### src/rtl/ram_rr_arbiter.sv
// ram_rr_arbiter: round-robin arbiter that shares one RAM port among NREQ
// cache-side requesters. A grant is held until the RAM returns ACCESS, the
// transfer times out, the RAM reports ERROR, or the requester withdraws.
// Exactly one IDLE cycle always separates two grants.
module ram_rr_arbiter #(
    parameter int unsigned NREQ    = 4,
    parameter int unsigned TIMEOUT = 64
) (
    input  logic                       CLK,
    input  logic                       nRST,
    input  logic [NREQ-1:0]            req_ren,
    input  logic [NREQ-1:0]            req_wen,
    input  logic [NREQ*32-1:0]         req_addr,
    input  logic [NREQ*32-1:0]         req_store,
    output logic [NREQ-1:0]            req_wait,
    output logic [31:0]                req_load,
    output logic                       ramREN,
    output logic                       ramWEN,
    output logic [31:0]                ramaddr,
    output logic [31:0]                ramstore,
    input  logic [31:0]                ramload,
    input  logic [1:0]                 ramstate,
    output logic                       grant_vld,
    output logic [$clog2(NREQ)-1:0]    grant_id,
    output logic                       timeout_p,
    output logic                       error_p
);

    localparam int unsigned IDW   = $clog2(NREQ);
    localparam int unsigned CNT_W = $clog2(TIMEOUT);

    localparam logic [CNT_W-1:0] CNT_MAX = CNT_W'(TIMEOUT - 1);

    // RAM handshake encodings used by the arbiter (FREE/BUSY need no decode)
    localparam logic [1:0] RS_ACCESS = 2'd2;
    localparam logic [1:0] RS_ERROR  = 2'd3;

    // FSM state encodings
    localparam logic [0:0] ST_IDLE  = 1'b0;
    localparam logic [0:0] ST_GRANT = 1'b1;

    logic [0:0]       state_q,    state_d;
    logic [IDW-1:0]   grant_id_q, grant_id_d;
    logic [IDW-1:0]   rr_ptr_q,   rr_ptr_d;
    logic [CNT_W-1:0] cnt_q,      cnt_d;
    logic             timeout_q,  timeout_d;
    logic             error_q,    error_d;

    logic [NREQ-1:0]  req_act;
    logic             sel_ren;
    logic             sel_wen;
    logic             sel_act;
    logic [31:0]      sel_addr;
    logic [31:0]      sel_store;
    logic             pick_vld;
    logic [IDW-1:0]   pick_id;
    logic [IDW-1:0]   cand;

    assign req_act = req_ren | req_wen;

    // Route the currently granted requester's command onto shared signals
    always_comb begin
        sel_ren   = 1'b0;
        sel_wen   = 1'b0;
        sel_addr  = '0;
        sel_store = '0;
        for (int unsigned i = 0; i < NREQ; i++) begin
            if (IDW'(i) == grant_id_q) begin
                sel_ren   = req_ren[i];
                sel_wen   = req_wen[i];
                sel_addr  = req_addr[32*i +: 32];
                sel_store = req_store[32*i +: 32];
            end
        end
        sel_act = sel_ren | sel_wen;
    end

    // Round-robin pick: first active requester scanning up from rr_ptr, with
    // the index wrapping naturally in IDW bits
    always_comb begin
        pick_vld = 1'b0;
        pick_id  = '0;
        cand     = '0;
        for (int unsigned k = 0; k < NREQ; k++) begin
            cand = rr_ptr_q + IDW'(k);
            if (!pick_vld && req_act[cand]) begin
                pick_vld = 1'b1;
                pick_id  = cand;
            end
        end
    end

    // Next-state logic; abort causes are ranked withdrawal > ERROR > ACCESS > timeout
    always_comb begin
        state_d    = state_q;
        grant_id_d = grant_id_q;
        rr_ptr_d   = rr_ptr_q;
        cnt_d      = cnt_q;
        timeout_d  = 1'b0;
        error_d    = 1'b0;
        case (state_q)
            ST_IDLE: begin
                if (pick_vld) begin
                    grant_id_d = pick_id;
                    cnt_d      = '0;
                    state_d    = ST_GRANT;
                end
            end
            ST_GRANT: begin
                cnt_d = (cnt_q == CNT_MAX) ? cnt_q : cnt_q + CNT_W'(1);
                if (!sel_act) begin
                    // Withdrawal does not count as a served grant: pointer stays
                    state_d = ST_IDLE;
                end else if (ramstate == RS_ERROR) begin
                    state_d  = ST_IDLE;
                    rr_ptr_d = grant_id_q + IDW'(1);
                    error_d  = 1'b1;
                end else if (ramstate == RS_ACCESS) begin
                    state_d  = ST_IDLE;
                    rr_ptr_d = grant_id_q + IDW'(1);
                end else if (cnt_q == CNT_MAX) begin
                    state_d   = ST_IDLE;
                    rr_ptr_d  = grant_id_q + IDW'(1);
                    timeout_d = 1'b1;
                end
            end
            default: begin
                state_d = ST_IDLE;
            end
        endcase
    end

    // State registers with asynchronous active-low reset
    always_ff @(posedge CLK or negedge nRST) begin
        if (!nRST) begin
            state_q    <= ST_IDLE;
            grant_id_q <= '0;
            rr_ptr_q   <= '0;
            cnt_q      <= '0;
            timeout_q  <= 1'b0;
            error_q    <= 1'b0;
        end else begin
            state_q    <= state_d;
            grant_id_q <= grant_id_d;
            rr_ptr_q   <= rr_ptr_d;
            cnt_q      <= cnt_d;
            timeout_q  <= timeout_d;
            error_q    <= error_d;
        end
    end

    // RAM-side drive and per-requester stall; everything is quiet outside GRANT
    always_comb begin
        req_wait = '1;
        ramREN   = 1'b0;
        ramWEN   = 1'b0;
        ramaddr  = '0;
        ramstore = '0;
        if (state_q == ST_GRANT) begin
            ramWEN   = sel_wen;
            ramREN   = sel_ren & ~sel_wen;
            ramaddr  = sel_addr;
            ramstore = sel_store;
            if (sel_act && (ramstate == RS_ACCESS)) begin
                req_wait[grant_id_q] = 1'b0;
            end
        end
    end

    assign req_load  = ramload;
    assign grant_vld = (state_q == ST_GRANT);
    assign grant_id  = grant_id_q;
    assign timeout_p = timeout_q;
    assign error_p   = error_q;

endmodule

### config.mk
export PLATFORM = sky130hd
export DESIGN_NAME = ram_rr_arbiter
export DESIGN_NICKNAME = d
export VERILOG_FILES = /design/src/rtl/ram_rr_arbiter.sv
export SDC_FILE = /design/constraint.sdc
export NUM_CORES = 1
export LEC_CHECK = 0
export ABC_CLOCK_PERIOD_IN_PS = 3000
export CAP_MARGIN = 20
export CORE_AREA = 2 2 156 158
export CTS_BUF_LIST = sky130_fd_sc_hd__clkbuf_4 sky130_fd_sc_hd__clkbuf_8
export CTS_CLUSTER_SIZE = 24
export DETAILED_ROUTE_END_ITERATION = 6
export DIE_AREA = 0 0 158 160
export PLACE_DENSITY_LB_ADDON = 0.12
export SYNTH_ARGS = -nofsm -noshare
export SYNTH_HDL_FRONTEND = slang
export SYNTH_SLANG_ARGS = --single-unit
### constraint.sdc
create_clock -name CLK -period 3 [get_ports CLK]
set_input_delay 0.75 -clock CLK [delete_from_list [all_inputs] [get_ports CLK]]
set_output_delay 0.75 -clock CLK [all_outputs]
set_load 0.01 [all_outputs]
Yosys cells after proc, flatten, opt, wreduce, memory -nomap -nowiden
Index checks and enable logic that the tools add are counted.

Register bits: 13. Bits of input ports: 300. Output and inout port bits: 107. Logic and storage cells: 104.

$add $sub $neg: 5. $lt $le $gt $ge: 6. Eq/ne operators: 8. Mux-type cells: 60. Bitwise logic cells: 6. Reductions and logical operators: 13.

Operators by type and width (count): 2-to-1 mux 32 bit (10); 2-to-1 mux 1 bit (32); less-than comparator 2 x 3 -> 1 bit (second input constant) (5); 2-to-1 mux 2 bit (7); 2-to-1 mux 6 bit (2); one-hot mux 6 bit (2 select lines) (1); binary-select mux 1 bit (select 2 bit) (4); 2-to-1 mux 4 bit (2); adder 6 x 1 -> 6 bit (second input constant) (1); equality test 6 bit (second input constant) (1); logical AND 1 bit (5); adder 2 x 1 -> 2 bit (second input constant) (2); adder 2 bit (second input constant) (2); equality test 2 bit (first input constant) (2); equality test 2 bit (second input constant) (2); inequality test 2 bit (second input constant) (2); NOT 4 bit (1); OR 4 bit (1); AND reduction 2 bit (2); logical NOT 1 bit (3); AND reduction 3 bit (1); nonzero test 3 bit (1); demux 1 bit (select 2 bit) (1); equality test 1 x 2 -> 1 bit (first input constant) (1); other kinds (6) (7).

Depth between registers and ports, before layout
Gate-level depths: netlist of the first run.

Depth in word-level cells: 15. Gate-level depth with buffers: 8. Gate-level depth less buffers: 6.

Worst setup path after synthesis of the first run
No wires, ideal clock.

Path kind: register to output. From: register grant_id_q[0] (netlist: grant_id[0]). To: output ramaddr[26]. Arrival: 1.793 ns. Required time: 2.250 ns. Setup slack: 0.457 ns. Cell stages (with the launch flop): 9. Path buffers: 3. Path through: dfrtp_1 inv_1 ha_1 buf_2 clkbuf_1 buf_2 a221oi_1 a211o_1 a21boi_1.

Longest elaborated chain between the ends: 6. Elaborated cells between the ends (all ways): 9. Those cells by class: eq/ne: 3; mux: 5; reduce/logical: 1.

Ends and longest elaborated chain: from (decl) (RTL line 43) `logic [IDW-1:0] grant_id_q, grant_id_d;`; from (signal assigned) (RTL line 144) `grant_id_q <= grant_id_d;`; logical NOT 2 bit (RTL line 68) `if (IDW'(i) == grant_id_q) begin`; 2-to-1 mux 32 bit (3 in series) (RTL line 68); 2-to-1 mux 32 bit * (RTL line 68); 2-to-1 mux 32 bit * (RTL line 159) `if (state_q == ST_GRANT) begin`; to (decl) (RTL line 19) `output logic [31:0] ramaddr,`.

Mark *: on every way between the ends. The rest lies on a longest branch, timed or not.

Final worst setup path of the first run
From: input req_wen[1]. To: output ramWEN.

Longest elaborated chain between the ends: 4.

Ends and longest elaborated chain: from (decl) (RTL line 12) `input logic [NREQ-1:0] req_wen,`; 2-to-1 mux 1 bit (3 in series) (RTL line 68); 2-to-1 mux 1 bit (RTL line 159); to (decl) (RTL line 18) `output logic ramWEN,`.

Every way passes these cells.

==> summary.md, run 1 <==
| Metric | Value |
|---|---|
| Syn Inst Count | `between 400 and 500` |
| Total track usage | `15.6%` |
| Wire per inst | `~18 um` |
| NumNets Final | `roughly 1100` |
| Synth unique cells | `39` |
| Status | `finished, final reports clean` |
| Max Slew Vio Count | `0` |
| Via count | `around 5100` |
| Synth top area share | `around 16%` |
| DIE HEIGHT | `between 150 and 200 um` |
| Synth warn | `0` |
| Share of layout cells above drive strength 1 | `about a fifth` |
| Slew @ Worst Pin | `between 600 and 700 ps` |
| Worst-path fanout max | `2` |
| Ant diodes | `0` |
| First-pass GRT wire length | `30600 um` |
| Synth area leaders | `a211o_1 (16%), a221oi_1 (16%), a21boi_1 (14%)` |
| Drt first pass iters | `4` |
| #FFs+latches synth | `13` |
| Leakage power | `around 0.0032 uW` |
| Routability cong. | `~0.85` |
| Placed cell count | `1132` |
| Die W | `about 160 um` |
| Final setup fails | `0` |
| Startpoint type of the worst setup path | `input port` |
| CTS H-Tree Depth | `1` |
| Mean Syn Cell Area | `6.92 um^2` |
| Cts bufs inserted | `3` |
| Cell Area, Synth | `between 3000 and 4000 um^2` |
| # port buffers | `around 340` |
| Core area | `around 24000 um^2` |
| Max-cap violation count | `0` |
| Vias/cell | `about 4.4` |
| Post-DP HPWL | `17600 um` |
| Pin count of the biggest net entering global routing | `between 50 and 60` |
| Syn nets | `799` |
| Clock Tree Buf Depth | `2` |
| Vias in the first global route | `about 5100` |
| Clock root cell | `clkbuf_8` |
| Synth area leader | `a211o_1` |
| DRT antenna net count | `0` |
| Remaining DRCs | `0` |
| CP Class | `input port to output pin` |
| Share of the clock period used by the worst path | `between 90 and 100%` |
| Critical Path RT | `2250 ps` |
| Worst-Skew Late Latency | `between 200 and 250 ps` |
| Post-route insts no fill | `~1100` |
| Seq/Total Area, Yosys | `under 10%` |
| DR iter-0 viols | `between 200 and 250` |
| Synth-to-layout area growth | `114%` |
| Total wire length | `21100 um` |
| Worst hold-check path type | `flip-flop to flip-flop` |
| Final hold violations | `0` |
| Crit end category | `output pin` |
| Peak VDD IR | `between 0.0003 and 0.0004 V` |
| Slew margin rel. | `58.0%` |
| CP arrival | `about 2200 ps` |
| Worst-path clk slew | `around 60 ps` |
| Fmax | `336 MHz` |
| Initial Util | `14.3%` |
| CTS tree | `yes` |
| Tmin final | `2980 ps` |
| Worst Skew | `0.923 ps` |
| Die area | `25300 um^2` |
| Final Core Density | `between 30% and 40%` |
| Grt ovf | `0` |
| Clock tree sinks | `13` |
| Ports | `407` |
| RSZ-0062 raised after global routing | `yes` |
| Power per Cell Area | `853 nW/um^2` |
| Rows | `57` |
| Antenna violations before repair | `0` |
[synthesized netlist by cell type, drive strengths merged]
master,n
inv,70
nand2,70
a21boi,65
a211o,64
a221oi,64
buf,52
clkbuf,33
dfrtp,13
o21ai,10
nor2,6
ha,5
nand3,5
nand4bb,4
nor2b,3
nor3,3
a21oi,2
a311oi,2
mux2i,2
nand3b,2
nor3b,2
nor4,2
o211ai,2
o21a,2
a2111oi,1
a211oi,1
a21o,1
a22o,1
a41o,1
and2,1
mux2,1
o2111a,1
o21bai,1
o31ai,1
or3,1
[sequential cells by signal, summed over array words and instances (netlist names)]
signal / flops
cnt_q: 6
error_p: 1
timeout_p: 1
rr_ptr_q: 2
grant_vld: 1
grant_id: 2
[layout by cell type (no fill, tap or decap), types with 6 or more instances in the layout]
master	synthesis	final
nand2_1	70	69
a21boi_1	65	58
buf_2	18	39
buf_6	0	6
clkbuf_2	0	26
a211o_1	64	64
dfrtp_1	13	12
inv_1	70	69
buf_4	34	50
buf_12	0	9
a21boi_2	0	7
a221oi_1	64	58
o21ai_0	7	7
clkdlybuf4s50_1	0	267
[final timing paths]
kind                            slack [ps]         from     endpoint  depth (start not counted)
worst max-delay path                    20   req_wen[1]       ramWEN                          6
worst min-delay path                   480     cnt_q[5]     cnt_q[5]                          1
worst max register to register         810  grant_id[0]  rr_ptr_q[1]                         10
worst min register to register         480     cnt_q[5]     cnt_q[5]                          1
max in group asynchronous             1660         nRST    grant_vld                          1
min in group asynchronous              900         nRST  rr_ptr_q[1]                          1
[stage by stage]
stage / hold slack, ps / instance area (um^2) / power (uW) / setup slack (ps) / TNS, ps
finish: 481 / 7320 / 6240 / 21.4 / 0
detailed placement: 474 / 7350 / 6350 / -444 / -6630
global route: 504 / 7320 / 6800 / -66.6 / -386
global placement: 466 / 7350 / 6310 / -462 / -6340
floorplan: 449 / 3420 / 3320 / 457 / 0
CTS: 482 / 7440 / 6380 / -240 / -491
[critical path: stages]
cell	delay, ps
clkdlybuf4s50_1	500
nand2_2	70
a311oi_4	350
buf_4	180
and2_1	120
dlygate4sd2_1	260
[where the power goes]
part	internal [uW]	switching [uW]
registers	234	109
clock network	91.6	65.2
logic	2960	2780
[kinds of logic after synthesis]
kind of cell,Yosys count,synth area share (%)
flops,13,9.52
buf+inv,155,21.4
fa+ha+maj,5,1.83
simple gates,99,13.0
compound gates,219,53.2
mux,3,1.03
[layer usage]
| layer | share of wire [%] | global-route usage [%] | vias up |
|---|---|---|---|
| met5 | 0 | 0 | - |
| met4 | 1.8 | 2.83 | 0 |
| met3 | 6.0 | 2.39 | 30 |
| met2 | 52 | 29.3 | 177 |
| met1 | 40 | 18.6 | 2414 |
| li1 | - | - | 2448 |
[area by class of cell]
cell class	count	area [um^2]
clock buffer	3	41.3
inverter	70	263
timing repair buffer	411	3780
clock inverter	1	5.00
fill	2643	16500
sequential	13	327
tap	324	405
multi-input combinational	326	2490
[timing repair]
item	4_1_cts	5_1_grt
setup endpoints to repair	70	69
setup buffers	8	4
pin swaps	10	17
resized for setup	188	95
hold buffers	0	0
(Power assumes the default switching activity.)
==> run 2: changes to the inputs <==
Settings changed: GPL_TIMING_DRIVEN set to 0.
==> run 2 against run 1 <==
Register-to-register slack improved by 30 ps. Clock skew rose by 2.2 ps. Critical endpoint is now req_wait[0]. Cell area rose by 7.0%. Power rose by 2.0%. Clock-buffer cell count rose by 1. Critical path depth rose by 3. Global-route usage rose by 2.2 points. Non-clock buffer count rose by 65. Setup slack improved by 33 ps. Routed wire length rose by 14%. Sequential share of layout area fell by 0.28 points. Die area did not move.
==> summary.md, run 2 (synthesis results as in run 1) <==
| Metric | Value |
|---|---|
| Slew @ Worst Pin | `around 590 ps` |
| Total track usage | `17.7%` |
| Worst hold-check path type | `flip-flop to flip-flop` |
| Wire length on met3 | `about 1500 um` |
| Worst-Skew Late Latency | `~240 ps` |
| Synth-to-layout area growth | `129%` |
| Drt first pass iters | `4` |
| Vias in the first global route | `5384` |
| Worst Skew | `between 3 and 4 ps` |
| Worst-path fanout max | `6` |
| Clock tree sinks | `13` |
| Vias/cell | `about 4.4` |
| Max Slew Vio Count | `0` |
| Antenna violations before repair | `0` |
| DR WL met2 | `12800 um` |
| Final setup fails | `0` |
| Routability cong. | `between 0.7 and 0.8` |
| Placed cell count | `around 1200` |
| Top layer in use | `met4` |
| Share of layout cells above drive strength 1 | `between 20% and 30%` |
| Die area | `approximately 25000 um^2` |
| Post-route insts no fill | `approximately 1200` |
| Max-cap violation count | `0` |
| Tmin final | `2950 ps` |
| Min-delay src | `cnt_q[5]` |
| Worst path cell trace | `buf_6 > ha_4 > nor3b_4 > a311oi_4 > buf_4 > o21ai_2 > buf_4 > nand4bb_1 > buf_2` |
| Slowest CP cell | `dfrtp_2` |
| NumNets Final | `1195` |
| R2r endpoint | `rr_ptr_q[1]` |
| Fin area | `between 7000 and 8000 um^2` |
| Cts hold-fix bufs | `0` |
| Die W | `~160 um` |
| Worst reg2reg startpoint | `grant_id[0]` |
| Via count | `between 5000 and 6000` |
| Ports | `between 400 and 500` |
| Slew margin rel. | `between 50% and 60%` |
| First-pass GRT wire length | `about 34000 um` |
| M1 WL | `9580 um` |
| Worst-path clk slew | `50 ps` |
| CP arrival | `roughly 2200 ps` |
| Max FFs per register | `6` |
| Remaining DRCs | `0` |
| Rows | `57` |
| # port buffers | `374` |
| Critical Path RT | `2250 ps` |
| Initial Util | `roughly 14%` |
| Final Core Density | `between 30% and 40%` |
| Grt ovf | `0` |
| Startpoint type of the worst setup path | `flip-flop` |
| Peak VDD IR | `about 0.00040 V` |
| RSZ-0062 raised after global routing | `yes` |
| CTS H-Tree Depth | `1` |
| Cts bufs inserted | `3` |
| CTS tree | `yes` |
| Largest Register | `cnt_q` |
| Final hold violations | `0` |
| Commonest non-fill, non-tap cells in the layout | `clkdlybuf4s50_1 (296), nand2_1 (70), inv_1 (68)` |
| Leakage power | `between 0.003 and 0.004 uW` |
| Share of the clock period used by the worst path | `a little under 100%` |
| Crit end category | `output pin` |
| Area post-placement | `approximately 7600 um^2` |
| Overall power | `between 6000 and 7000 uW` |
| Clock root cell | `clkbuf_8` |
| Most used cell, CP | `buf_4` |
| Total wire length | `about 24000 um` |
| Setup TNS | `0 ps` |
| DIE HEIGHT | `between 150 and 200 um` |
| Clock Tree Buf Depth | `2` |
| DR iter-0 viols | `about 240` |
| DRT antenna net count | `0` |
| Wire per inst | `19.8 um` |
| Hold-critical path depth | `1` |
| Register-to-Register Setup Slack | `approximately 840 ps` |
| CP Class | `flip-flop to output pin` |
| Pin count of the biggest net entering global routing | `14` |
| Most common library cell in the layout ignoring fill and taps | `clkdlybuf4s50_1` |
| Min-Delay Endpoint | `cnt_q[5]` |
| Fmax | `~340 MHz` |
| Core area | `around 24000 um^2` |
| Post-DP HPWL | `between 15000 and 20000 um` |
| CP max stage delay | `about 430 ps` |
| Power per Cell Area | `~810 nW/um^2` |
| Status | `finished, final reports clean` |
| R2r worst-path depth | `9` |
[run 2: cell count changes in the layout (fill, tap and decap cells not counted), moves of 4 or more]
cell             delta
clkdlybuf4s50_1    +29
clkbuf_2           +25
buf_2               -8
buf_12              -7
clkbuf_1            +7
a21boi_1            -4
a21boi_2            +4
buf_6               +4
clkbuf_4            +4
dlygate4sd2_1       +4
[run 2: layout make-up]
cell class,count,area (um^2)
flip-flops and latches,13,328
well taps,324,405
diodes,3,7.51
inverters,70,265
clock buffers,4,48.8
repair buffers,394,3640
fillers,2663,16000
plain buffers,82,609
multi-input cells,326,2520
[run 2: timing repair]
| item | CTS | global route |
|---|---|---|
| endpoints found under the setup margin | 70 | 68 |
| setup buffers | 13 | 5 |
| pin swaps | 11 | 21 |
| gates resized for setup | 262 | 96 |
| gates cloned | 2 | 0 |
[run 2: worst max path at each step]
stage,startpoint,endpoint,slack [ps],cells past startpoint
floorplan,grant_id[0],ramaddr[26],460,8
global placement,grant_id[0],ramaddr[0],-700,9
detailed placement,grant_id[0],ramaddr[0],-700,9
CTS,grant_id[0],ramstore[0],-40,9
global route,grant_id[1],req_wait[0],-30,9
finish,grant_id[1],req_wait[0],50,9
[run 2: routing by layer]
layer  vias up  GRT usage, %
met4         0          1.19
met2       229          34.8
met3        10          2.50
met5         -             0
li1       2592             -
met1      2480          20.9
[run 2: stage by stage]
stage,hold slack (ps),setup WS [ps]
2_1_floorplan,449,457
3_3_place_gp,469,-703
3_5_place_dp,475,-696
4_1_cts,482,-43.9
5_1_grt,493,-28.2
6_report,477,54.4
[run 2: power by group]
part	switching [uW]	total (uW)	internal, uW
clock network	58.7	161	103
logic	2950	5880	2930
registers	87.0	324	237
total	3100	6370	3270
[run 2: critical path: cells and delay by family (launching register included)]
kind	cells	cell delay (ps)
adder cells (fa/ha/maj)	1	170
flip-flops	1	430
buffers and inverters	4	640
AND/OR/NAND/NOR	2	350
AO/OA/AOI/OAI	2	390
==> run 3: changes to the inputs <==
Settings changed: SLEW_MARGIN set to 0.
==> results of run 3 <==
No change in the layout: final DEF, timing and power equal those of run 2.
